## config.mk

```make
export PLATFORM = sky130hd
export DESIGN_NAME = flash_sample_sequencer_flat
export DESIGN_NICKNAME = d
export VERILOG_FILES = /design/src/rtl/flash_sample_sequencer_if.sv /design/src/rtl/flash_sample_sequencer.sv /design/src/flat_wrapper.sv
export SDC_FILE = /design/constraint.sdc
export NUM_CORES = 1
export LEC_CHECK = 0
export BUFFER_PORTS_ARGS = -buffer_cell sky130_fd_sc_hd__buf_2
export CORE_MARGIN = 2
export CORE_UTILIZATION = 59
export CTS_BUF_LIST = sky130_fd_sc_hd__clkbuf_4 sky130_fd_sc_hd__clkbuf_8 sky130_fd_sc_hd__clkbuf_16
export CTS_CLUSTER_DIAMETER = 30
export CTS_CLUSTER_SIZE = 40
export DETAILED_ROUTE_END_ITERATION = 16
export HOLD_SLACK_MARGIN = 0.15
export MAX_ROUTING_LAYER = met4
export PLACE_DENSITY = 0.95
export SYNTH_ARGS = -nofsm -noshare
export SYNTH_HDL_FRONTEND = slang
export SYNTH_SLANG_ARGS = --single-unit
```

## constraint.sdc

```tcl
create_clock -name CLOCK -period 7.25 [get_ports CLOCK]
set_clock_uncertainty 0.15 [all_clocks]
set_input_delay 1.8125 -clock CLOCK [delete_from_list [all_inputs] [get_ports CLOCK]]
set_output_delay 1.8125 -clock CLOCK [all_outputs]
set_load 0.02 [all_outputs]
```

## src/rtl/flash_sample_sequencer_if.sv

```systemverilog
// Sample handshake and flash read bus shared by the sequencer and its peers.
//   master (sequencer): in  sample_req, FL_DQ
//                       out sample_data, sample_valid, FL_ADDR, FL_CE_N,
//                           FL_OE_N, FL_WE_N, FL_RST_N
//   slave  (DAC side / flash): the opposite directions
interface flash_sample_sequencer_if;
  logic        sample_req;
  logic [15:0] sample_data;
  logic        sample_valid;
  logic [22:0] FL_ADDR;
  logic [7:0]  FL_DQ;
  logic        FL_CE_N;
  logic        FL_OE_N;
  logic        FL_WE_N;
  logic        FL_RST_N;

  modport master (
    input  sample_req, FL_DQ,
    output sample_data, sample_valid, FL_ADDR, FL_CE_N, FL_OE_N, FL_WE_N, FL_RST_N
  );

  modport slave (
    output sample_req, FL_DQ,
    input  sample_data, sample_valid, FL_ADDR, FL_CE_N, FL_OE_N, FL_WE_N, FL_RST_N
  );
endinterface

```

## src/rtl/flash_sample_sequencer.sv

```systemverilog
// Fetches 16-bit audio samples as two byte reads from parallel flash, tracks
// song/position and applies remote play/pause, restart, next/prev and speed.
//   CLOCK, Reset       : clock, synchronous active-high reset
//   play_pause, restart, next_song, prev_song : one-cycle command pulses
//   fast, slow         : speed levels
//   playing, song_idx  : play state and current song
//   overrun            : sticky, sample_req seen while a read was busy
//   bus                : sample handshake and flash bus (master side)
module flash_sample_sequencer #(
  parameter int unsigned NUM_SONGS  = 2,
  parameter int unsigned SONG_WORDS = 1048576,
  parameter int unsigned FLASH_WAIT = 4
) (
  input  logic       CLOCK,
  input  logic       Reset,
  input  logic       play_pause,
  input  logic       restart,
  input  logic       next_song,
  input  logic       prev_song,
  input  logic       fast,
  input  logic       slow,
  output logic       playing,
  output logic [1:0] song_idx,
  output logic       overrun,
  flash_sample_sequencer_if.master bus
);
  localparam int unsigned CW = (FLASH_WAIT > 1) ? $clog2(FLASH_WAIT) : 1;
  localparam logic [CW-1:0] CNT_LAST  = CW'(FLASH_WAIT - 1);
  localparam logic [22:0]   SONG_LEN  = 23'(SONG_WORDS);
  localparam logic [21:0]   SONG_LEN22 = 22'(SONG_WORDS);
  localparam logic [1:0]    LAST_SONG = 2'(NUM_SONGS - 1);

  typedef enum logic [1:0] {IDLE, READ_LO, READ_HI, DONE} state_t;

  state_t      state, state_nxt;
  logic [CW-1:0] cnt, cnt_nxt;
  logic [21:0] ptr, ptr_nxt;
  logic [7:0]  lo_byte, lo_byte_nxt;
  logic        phase, phase_nxt;
  logic        pend_pp, pend_rs, pend_nx, pend_pv;
  logic        pend_pp_nxt, pend_rs_nxt, pend_nx_nxt, pend_pv_nxt;
  logic        playing_nxt, overrun_nxt;
  logic [1:0]  song_nxt;
  logic [15:0] data_q, data_nxt;
  logic        valid_q, valid_nxt;
  logic [22:0] addr_q, addr_nxt;
  logic        strobe_n, strobe_n_nxt;

  logic [21:0] word_addr;
  logic [22:0] step, ptr_sum;

  // Word address of the current position and the speed-dependent advance.
  always_comb begin
    word_addr = (22'(song_idx) * SONG_LEN22) + ptr;
    if (fast && !slow)      step = 23'd2;
    else if (slow && !fast) step = phase ? 23'd1 : 23'd0;
    else                    step = 23'd1;
    ptr_sum = 23'(ptr) + step;
  end

  // Next-state and register updates.
  always_comb begin
    state_nxt    = state;
    cnt_nxt      = cnt;
    ptr_nxt      = ptr;
    lo_byte_nxt  = lo_byte;
    phase_nxt    = phase;
    playing_nxt  = playing;
    song_nxt     = song_idx;
    overrun_nxt  = overrun;
    data_nxt     = data_q;
    valid_nxt    = 1'b0;
    addr_nxt     = addr_q;
    strobe_n_nxt = strobe_n;
    pend_pp_nxt  = pend_pp | play_pause;
    pend_rs_nxt  = pend_rs | restart;
    pend_nx_nxt  = pend_nx | next_song;
    pend_pv_nxt  = pend_pv | prev_song;

    if (state != IDLE && bus.sample_req) overrun_nxt = 1'b1;

    unique case (state)
      IDLE: begin
        if (bus.sample_req) begin
          if (playing) begin
            addr_nxt     = {word_addr, 1'b0};
            strobe_n_nxt = 1'b0;
            cnt_nxt      = '0;
            state_nxt    = READ_LO;
          end else begin
            data_nxt  = 16'h0000;
            valid_nxt = 1'b1;
          end
        end else begin
          // Apply pending commands; a same-cycle pulse re-arms its flag.
          if (pend_pp) playing_nxt = ~playing;
          if (pend_nx)      song_nxt = (song_idx == LAST_SONG) ? 2'd0 : song_idx + 2'd1;
          else if (pend_pv) song_nxt = (song_idx == 2'd0) ? LAST_SONG : song_idx - 2'd1;
          if (pend_nx || pend_pv || pend_rs) begin
            ptr_nxt   = '0;
            phase_nxt = 1'b0;
          end
          pend_pp_nxt = play_pause;
          pend_rs_nxt = restart;
          pend_nx_nxt = next_song;
          pend_pv_nxt = prev_song;
        end
      end
      READ_LO: begin
        cnt_nxt = cnt + CW'(1);
        if (cnt == CNT_LAST) begin
          lo_byte_nxt = bus.FL_DQ;
          addr_nxt[0] = 1'b1;
          cnt_nxt     = '0;
          state_nxt   = READ_HI;
        end
      end
      READ_HI: begin
        cnt_nxt = cnt + CW'(1);
        if (cnt == CNT_LAST) begin
          data_nxt     = {bus.FL_DQ, lo_byte};
          valid_nxt    = 1'b1;
          strobe_n_nxt = 1'b1;
          cnt_nxt      = '0;
          state_nxt    = DONE;
        end
      end
      DONE: begin
        phase_nxt = ~phase;
        // End of song: rewind and stop, song stays selected.
        if (ptr_sum >= SONG_LEN) begin
          ptr_nxt     = '0;
          playing_nxt = 1'b0;
        end else begin
          ptr_nxt = ptr_sum[21:0];
        end
        state_nxt = IDLE;
      end
      default: state_nxt = IDLE;
    endcase
  end

  // State and output registers.
  always_ff @(posedge CLOCK) begin
    if (Reset) begin
      state    <= IDLE;
      cnt      <= '0;
      ptr      <= '0;
      lo_byte  <= '0;
      phase    <= 1'b0;
      playing  <= 1'b0;
      song_idx <= 2'd0;
      overrun  <= 1'b0;
      data_q   <= '0;
      valid_q  <= 1'b0;
      addr_q   <= '0;
      strobe_n <= 1'b1;
      pend_pp  <= 1'b0;
      pend_rs  <= 1'b0;
      pend_nx  <= 1'b0;
      pend_pv  <= 1'b0;
    end else begin
      state    <= state_nxt;
      cnt      <= cnt_nxt;
      ptr      <= ptr_nxt;
      lo_byte  <= lo_byte_nxt;
      phase    <= phase_nxt;
      playing  <= playing_nxt;
      song_idx <= song_nxt;
      overrun  <= overrun_nxt;
      data_q   <= data_nxt;
      valid_q  <= valid_nxt;
      addr_q   <= addr_nxt;
      strobe_n <= strobe_n_nxt;
      pend_pp  <= pend_pp_nxt;
      pend_rs  <= pend_rs_nxt;
      pend_nx  <= pend_nx_nxt;
      pend_pv  <= pend_pv_nxt;
    end
  end

  assign bus.sample_data  = data_q;
  assign bus.sample_valid = valid_q;
  assign bus.FL_ADDR      = addr_q;
  assign bus.FL_CE_N      = strobe_n;
  assign bus.FL_OE_N      = strobe_n;
  assign bus.FL_WE_N      = 1'b1;
  assign bus.FL_RST_N     = 1'b1;
endmodule

```

## src/flat_wrapper.sv

```systemverilog
// flat-port wrapper written by rule: the top's interface ports become plain ports
module flash_sample_sequencer_flat 
#(
  parameter int unsigned NUM_SONGS  = 2,
  parameter int unsigned SONG_WORDS = 1048576,
  parameter int unsigned FLASH_WAIT = 4
)
  (CLOCK, Reset, play_pause, restart, next_song, prev_song, fast, slow, playing, song_idx, overrun, bus_sample_req, bus_FL_DQ, bus_sample_data, bus_sample_valid, bus_FL_ADDR, bus_FL_CE_N, bus_FL_OE_N, bus_FL_WE_N, bus_FL_RST_N);
  flash_sample_sequencer_if bus_i ();
  input  logic CLOCK;
  input  logic Reset;
  input  logic play_pause;
  input  logic restart;
  input  logic next_song;
  input  logic prev_song;
  input  logic fast;
  input  logic slow;
  output logic playing;
  output logic [1:0] song_idx;
  output logic overrun;
  input wire logic [$bits(bus_i.sample_req)-1:0] bus_sample_req;
  input wire logic [$bits(bus_i.FL_DQ)-1:0] bus_FL_DQ;
  output wire logic [$bits(bus_i.sample_data)-1:0] bus_sample_data;
  output wire logic [$bits(bus_i.sample_valid)-1:0] bus_sample_valid;
  output wire logic [$bits(bus_i.FL_ADDR)-1:0] bus_FL_ADDR;
  output wire logic [$bits(bus_i.FL_CE_N)-1:0] bus_FL_CE_N;
  output wire logic [$bits(bus_i.FL_OE_N)-1:0] bus_FL_OE_N;
  output wire logic [$bits(bus_i.FL_WE_N)-1:0] bus_FL_WE_N;
  output wire logic [$bits(bus_i.FL_RST_N)-1:0] bus_FL_RST_N;
  assign bus_i.sample_req = bus_sample_req;
  assign bus_i.FL_DQ = bus_FL_DQ;
  assign bus_sample_data = bus_i.sample_data;
  assign bus_sample_valid = bus_i.sample_valid;
  assign bus_FL_ADDR = bus_i.FL_ADDR;
  assign bus_FL_CE_N = bus_i.FL_CE_N;
  assign bus_FL_OE_N = bus_i.FL_OE_N;
  assign bus_FL_WE_N = bus_i.FL_WE_N;
  assign bus_FL_RST_N = bus_i.FL_RST_N;
  flash_sample_sequencer #(.NUM_SONGS(NUM_SONGS), .SONG_WORDS(SONG_WORDS), .FLASH_WAIT(FLASH_WAIT)) u_core (.CLOCK(CLOCK), .Reset(Reset), .play_pause(play_pause), .restart(restart), .next_song(next_song), .prev_song(prev_song), .fast(fast), .slow(slow), .playing(playing), .song_idx(song_idx), .overrun(overrun), .bus(bus_i));
endmodule
```

==> impl_metrics.toml <==
[status]
outcome = "finished, final reports clean"

[final_layout]
drive_gt1_share_pct = 18.44
area_growth_pct = 14.54
num_antenna_cells = 0
nets = 482

[clock_tree]
hold_buffers = 0
clock_sink_count = 84
clock_path_buffers = 2
h-tree-depth = 3
cts_tree = "yes"
cts_buffers = 9
clkTransAtPathRegs_ns = 0.08
cts_root_buffer = "clkbuf_8"
post_cts_buffers = 0
cts.repair.resized = 0
insertion_delay_ns = 0.38

[timing]
holdWs_ns = 0.3123
relSlewSlack_pct = 13.58
fin_setup_tns_ns = 0
max_freq_ghz = 0.2337
finalCriticalPeriod_ns = 4.278
setup_viol = 0
fin_crit_sh_pct = 59.01
worst_pin_slew_ns = 1.291
hold_viol_final = 0
rsz0062_at_grt = "false"
drv_slew = 0

[synth]
yosys_warnings = 0
yosys_register_bits = 84
synth.area.top_cells = "dfxtp_1 48%, nand2_1 7.0%, a21oi_1 6.8%, nor2_1 5.4%, xnor2_1 4.5%"
synthCells = 406
synth-seq-area-share_pct = 48.36
yosysTopAreaCell = "dfxtp_1"
ys_types = 43
synth_area_sq_um = 3477
synth_edf_count = 0
syn_avg_cell_area_sq_um = 8.564
yosysTopAreaCellShare_pct = 48.36
synthArstFlopShare_pct = 0
yosys_most_used_dff = "dfxtp_1"
yosysMostFrequentCell = "dfxtp_1"
synth.top_cells.by_count = "84 x dfxtp_1, 65 x nand2_1, 50 x nor2_1, 47 x a21oi_1, 18 x xnor2_1"

[critical_path]
end_kind = "register"
crit_chain = "buf_2 > nand2b_1 > inv_1 > a21oi_1 > ha_1 > inv_1 > fa_1 > nand4b_4 > o31a_1 > o31ai_4 > nor2_1"
r2r-end = "u_core.ptr[15]"
critPathKind = "input port to register"
endpoint = "u_core.ptr[15]"
r2r-start = "u_core.phase"
crit_fanout = 16
cpMaxStageDelayCell = "o31ai_4"
r2r_cells = 9
slowest_delay_ns = 0.62
r2r_setup_slack_ns = 4.26
path_common_cell = "inv_1"
cp.required_ns = 7.33
cp.arrival_ns = 4.36
startpoint_type = "input port"
crit_start = "slow"

[place]
io_buffers = 62
place_hpwl_mm = 5.375
place_congestion = 0.8929

[die]
core_area_sq_um = 5608
start_util_pct = 62.00
die_w_um = 80.77
die_h_um = 80.77
dieArea_sq_um = 6524
rows = 27
ioPinCount = 65

[pwr]
p_per_area_nw_per_um2 = 250.2
p_clk_share_pct = 36.1
combPwrFrac_pct = 15.3
swShare_pct = 31.37
p_leak_nw = 1.566
switchingPower_mw = 0.3126
ir_worst_vdd_v = 0.0001803
power_mw = 0.9965
intPower_mw = 0.6839
power_frac_seq_pct = 48.6

[detailed_routing]
drt_wl_total_mm = 7.883
drtIter0Drc = 189
viasPerCell = 5.839
wire_per_inst_um = 14.79
first_pass_iters = 5
drc = 0
vias = 3112
ant_nets = 0

[hold_path]
hold_class = "register to register"

[global_routing]
gr-total-overflow = 0
grt.total_usage_pct = 25.87
grt_pass1_wl_mm = 12.70
grt_pass1_vias = 2818
grt_max_degree = 66
grt_antenna_before_repair = 0

[run]
cap_violations = 0
==> critical path: cells and delay by family <==
| kind | cells | cell delay, ns |
|---|---|---|
| simple gates | 3 | 0.53 |
| fa+ha+maj | 2 | 0.62 |
| compound gates | 3 | 1.17 |
| buf+inv | 3 | 0.21 |
==> per-layer routing <==
metal | up-vias | share of wire (%) | track usage (%)
met1 | 1489 | 44 | 32.91
met4 | 0 | 1.5 | 12.37
met3 | 11 | 6.6 | 4.778
met2 | 116 | 48 | 40.08
met5 | - | 0 | -
li1 | 1496 | - | -
==> power groups by stage <==
stage / logic [mW] / clock network (mW) / registers, mW
global placement: 0.146 / 0 / 0.494
finish: 0.152 / 0.359 / 0.485
detailed placement: 0.150 / 0 / 0.495
CTS: 0.151 / 0.360 / 0.484
floorplan: 0.114 / 0 / 0.500
global route: 0.167 / 0.379 / 0.487
==> sequential cells by signal, indices dropped and copies added (netlist names) <==
signal and flops:
u_core.ptr 22, u_core.bus.sample_data 16, u_core.song_idx 2, u_core.cnt 2, u_core.playing 1, u_core.pend_pv 1
u_core.pend_rs 1, u_core.phase 1, u_core.lo_byte 8, u_core.state 2, u_core.overrun 1, u_core.bus.FL_ADDR 23
u_core.bus.sample_valid 1, u_core.bus.FL_CE_N 1, u_core.pend_nx 1, u_core.pend_pp 1
==> cell type report <==
cell class	instances	area, sq um
sequential	84	1682
multi-input combinational	289	1649
fill	438	1625
timing repair buffer	62	310.3
clock buffer	9	123.9
clock inverter	7	90.09
tap	72	90.09
inverter	10	37.54
==> cells in the final DEF (no fill, tap or decap), types with 2 or more instances in the layout <==
cell / Yosys / routed
o21ai_0: 7 / 7
nor2_1: 50 / 50
conb_1: 1 / 2
nand3_1: 14 / 14
nor3_1: 9 / 9
dfxtp_1: 84 / 84
and2b_1: 2 / 2
o211ai_1: 3 / 3
xnor2_1: 18 / 18
ha_1: 8 / 8
inv_1: 10 / 10
a21oi_1: 47 / 47
buf_2: 3 / 62
nand2b_1: 2 / 2
nand4_1: 4 / 4
nand2_1: 65 / 65
nor4_1: 8 / 8
and3_1: 4 / 4
a31oi_1: 3 / 3
a32oi_1: 2 / 2
a22oi_1: 16 / 16
nor2b_1: 2 / 2
nor4b_1: 3 / 3
clkbuf_8: 0 / 9
inv_6: 0 / 5
nor3b_1: 3 / 3
a211oi_1: 3 / 3
==> cells by family (layout without fill, tap and decap cells) <==
| group | Yosys count | after routing | synth area share, % |
|---|---|---|---|
| AO/OA/AOI/OAI | 85 | 85 | 15.19 |
| adder cells (fa/ha/maj) | 9 | 9 | 3.455 |
| XOR/XNOR | 19 | 19 | 4.786 |
| other | 1 | 2 | 0.1078 |
| multiplexers | 1 | 1 | 0.2879 |
| flip-flops | 84 | 84 | 48.36 |
| buffers and inverters | 34 | 88 | 4.318 |
| AND/OR/NAND/NOR | 173 | 173 | 23.50 |
==> through the flow <==
stage / utilization, % / cells / instance area, sq um / setup slack (ns)
3_3_place_gp: 67.20 / 517 / 3769 / 2.774
6_report: 71.02 / 533 / 3983 / 2.972
4_1_cts: 71.02 / 533 / 3983 / 3.000
2_1_floorplan: - / 407 / 3481 / 3.111
3_5_place_dp: 67.20 / 517 / 3769 / 2.601
5_1_grt: 71.02 / 533 / 3983 / 2.785
==> worst min path at each step <==
stage | from | endpoint | depth (start not counted)
global placement | u_core.bus.FL_ADDR[22] | u_core.bus.FL_ADDR[22] | 2
finish | u_core.bus.FL_ADDR[17] | u_core.bus.FL_ADDR[17] | 2
detailed placement | u_core.bus.FL_ADDR[3] | u_core.bus.FL_ADDR[3] | 2
floorplan | u_core.lo_byte[0] | u_core.lo_byte[0] | 2
global route | u_core.bus.FL_ADDR[21] | u_core.bus.FL_ADDR[21] | 2
CTS | u_core.lo_byte[0] | u_core.lo_byte[0] | 2
(Power assumes the default switching activity.)
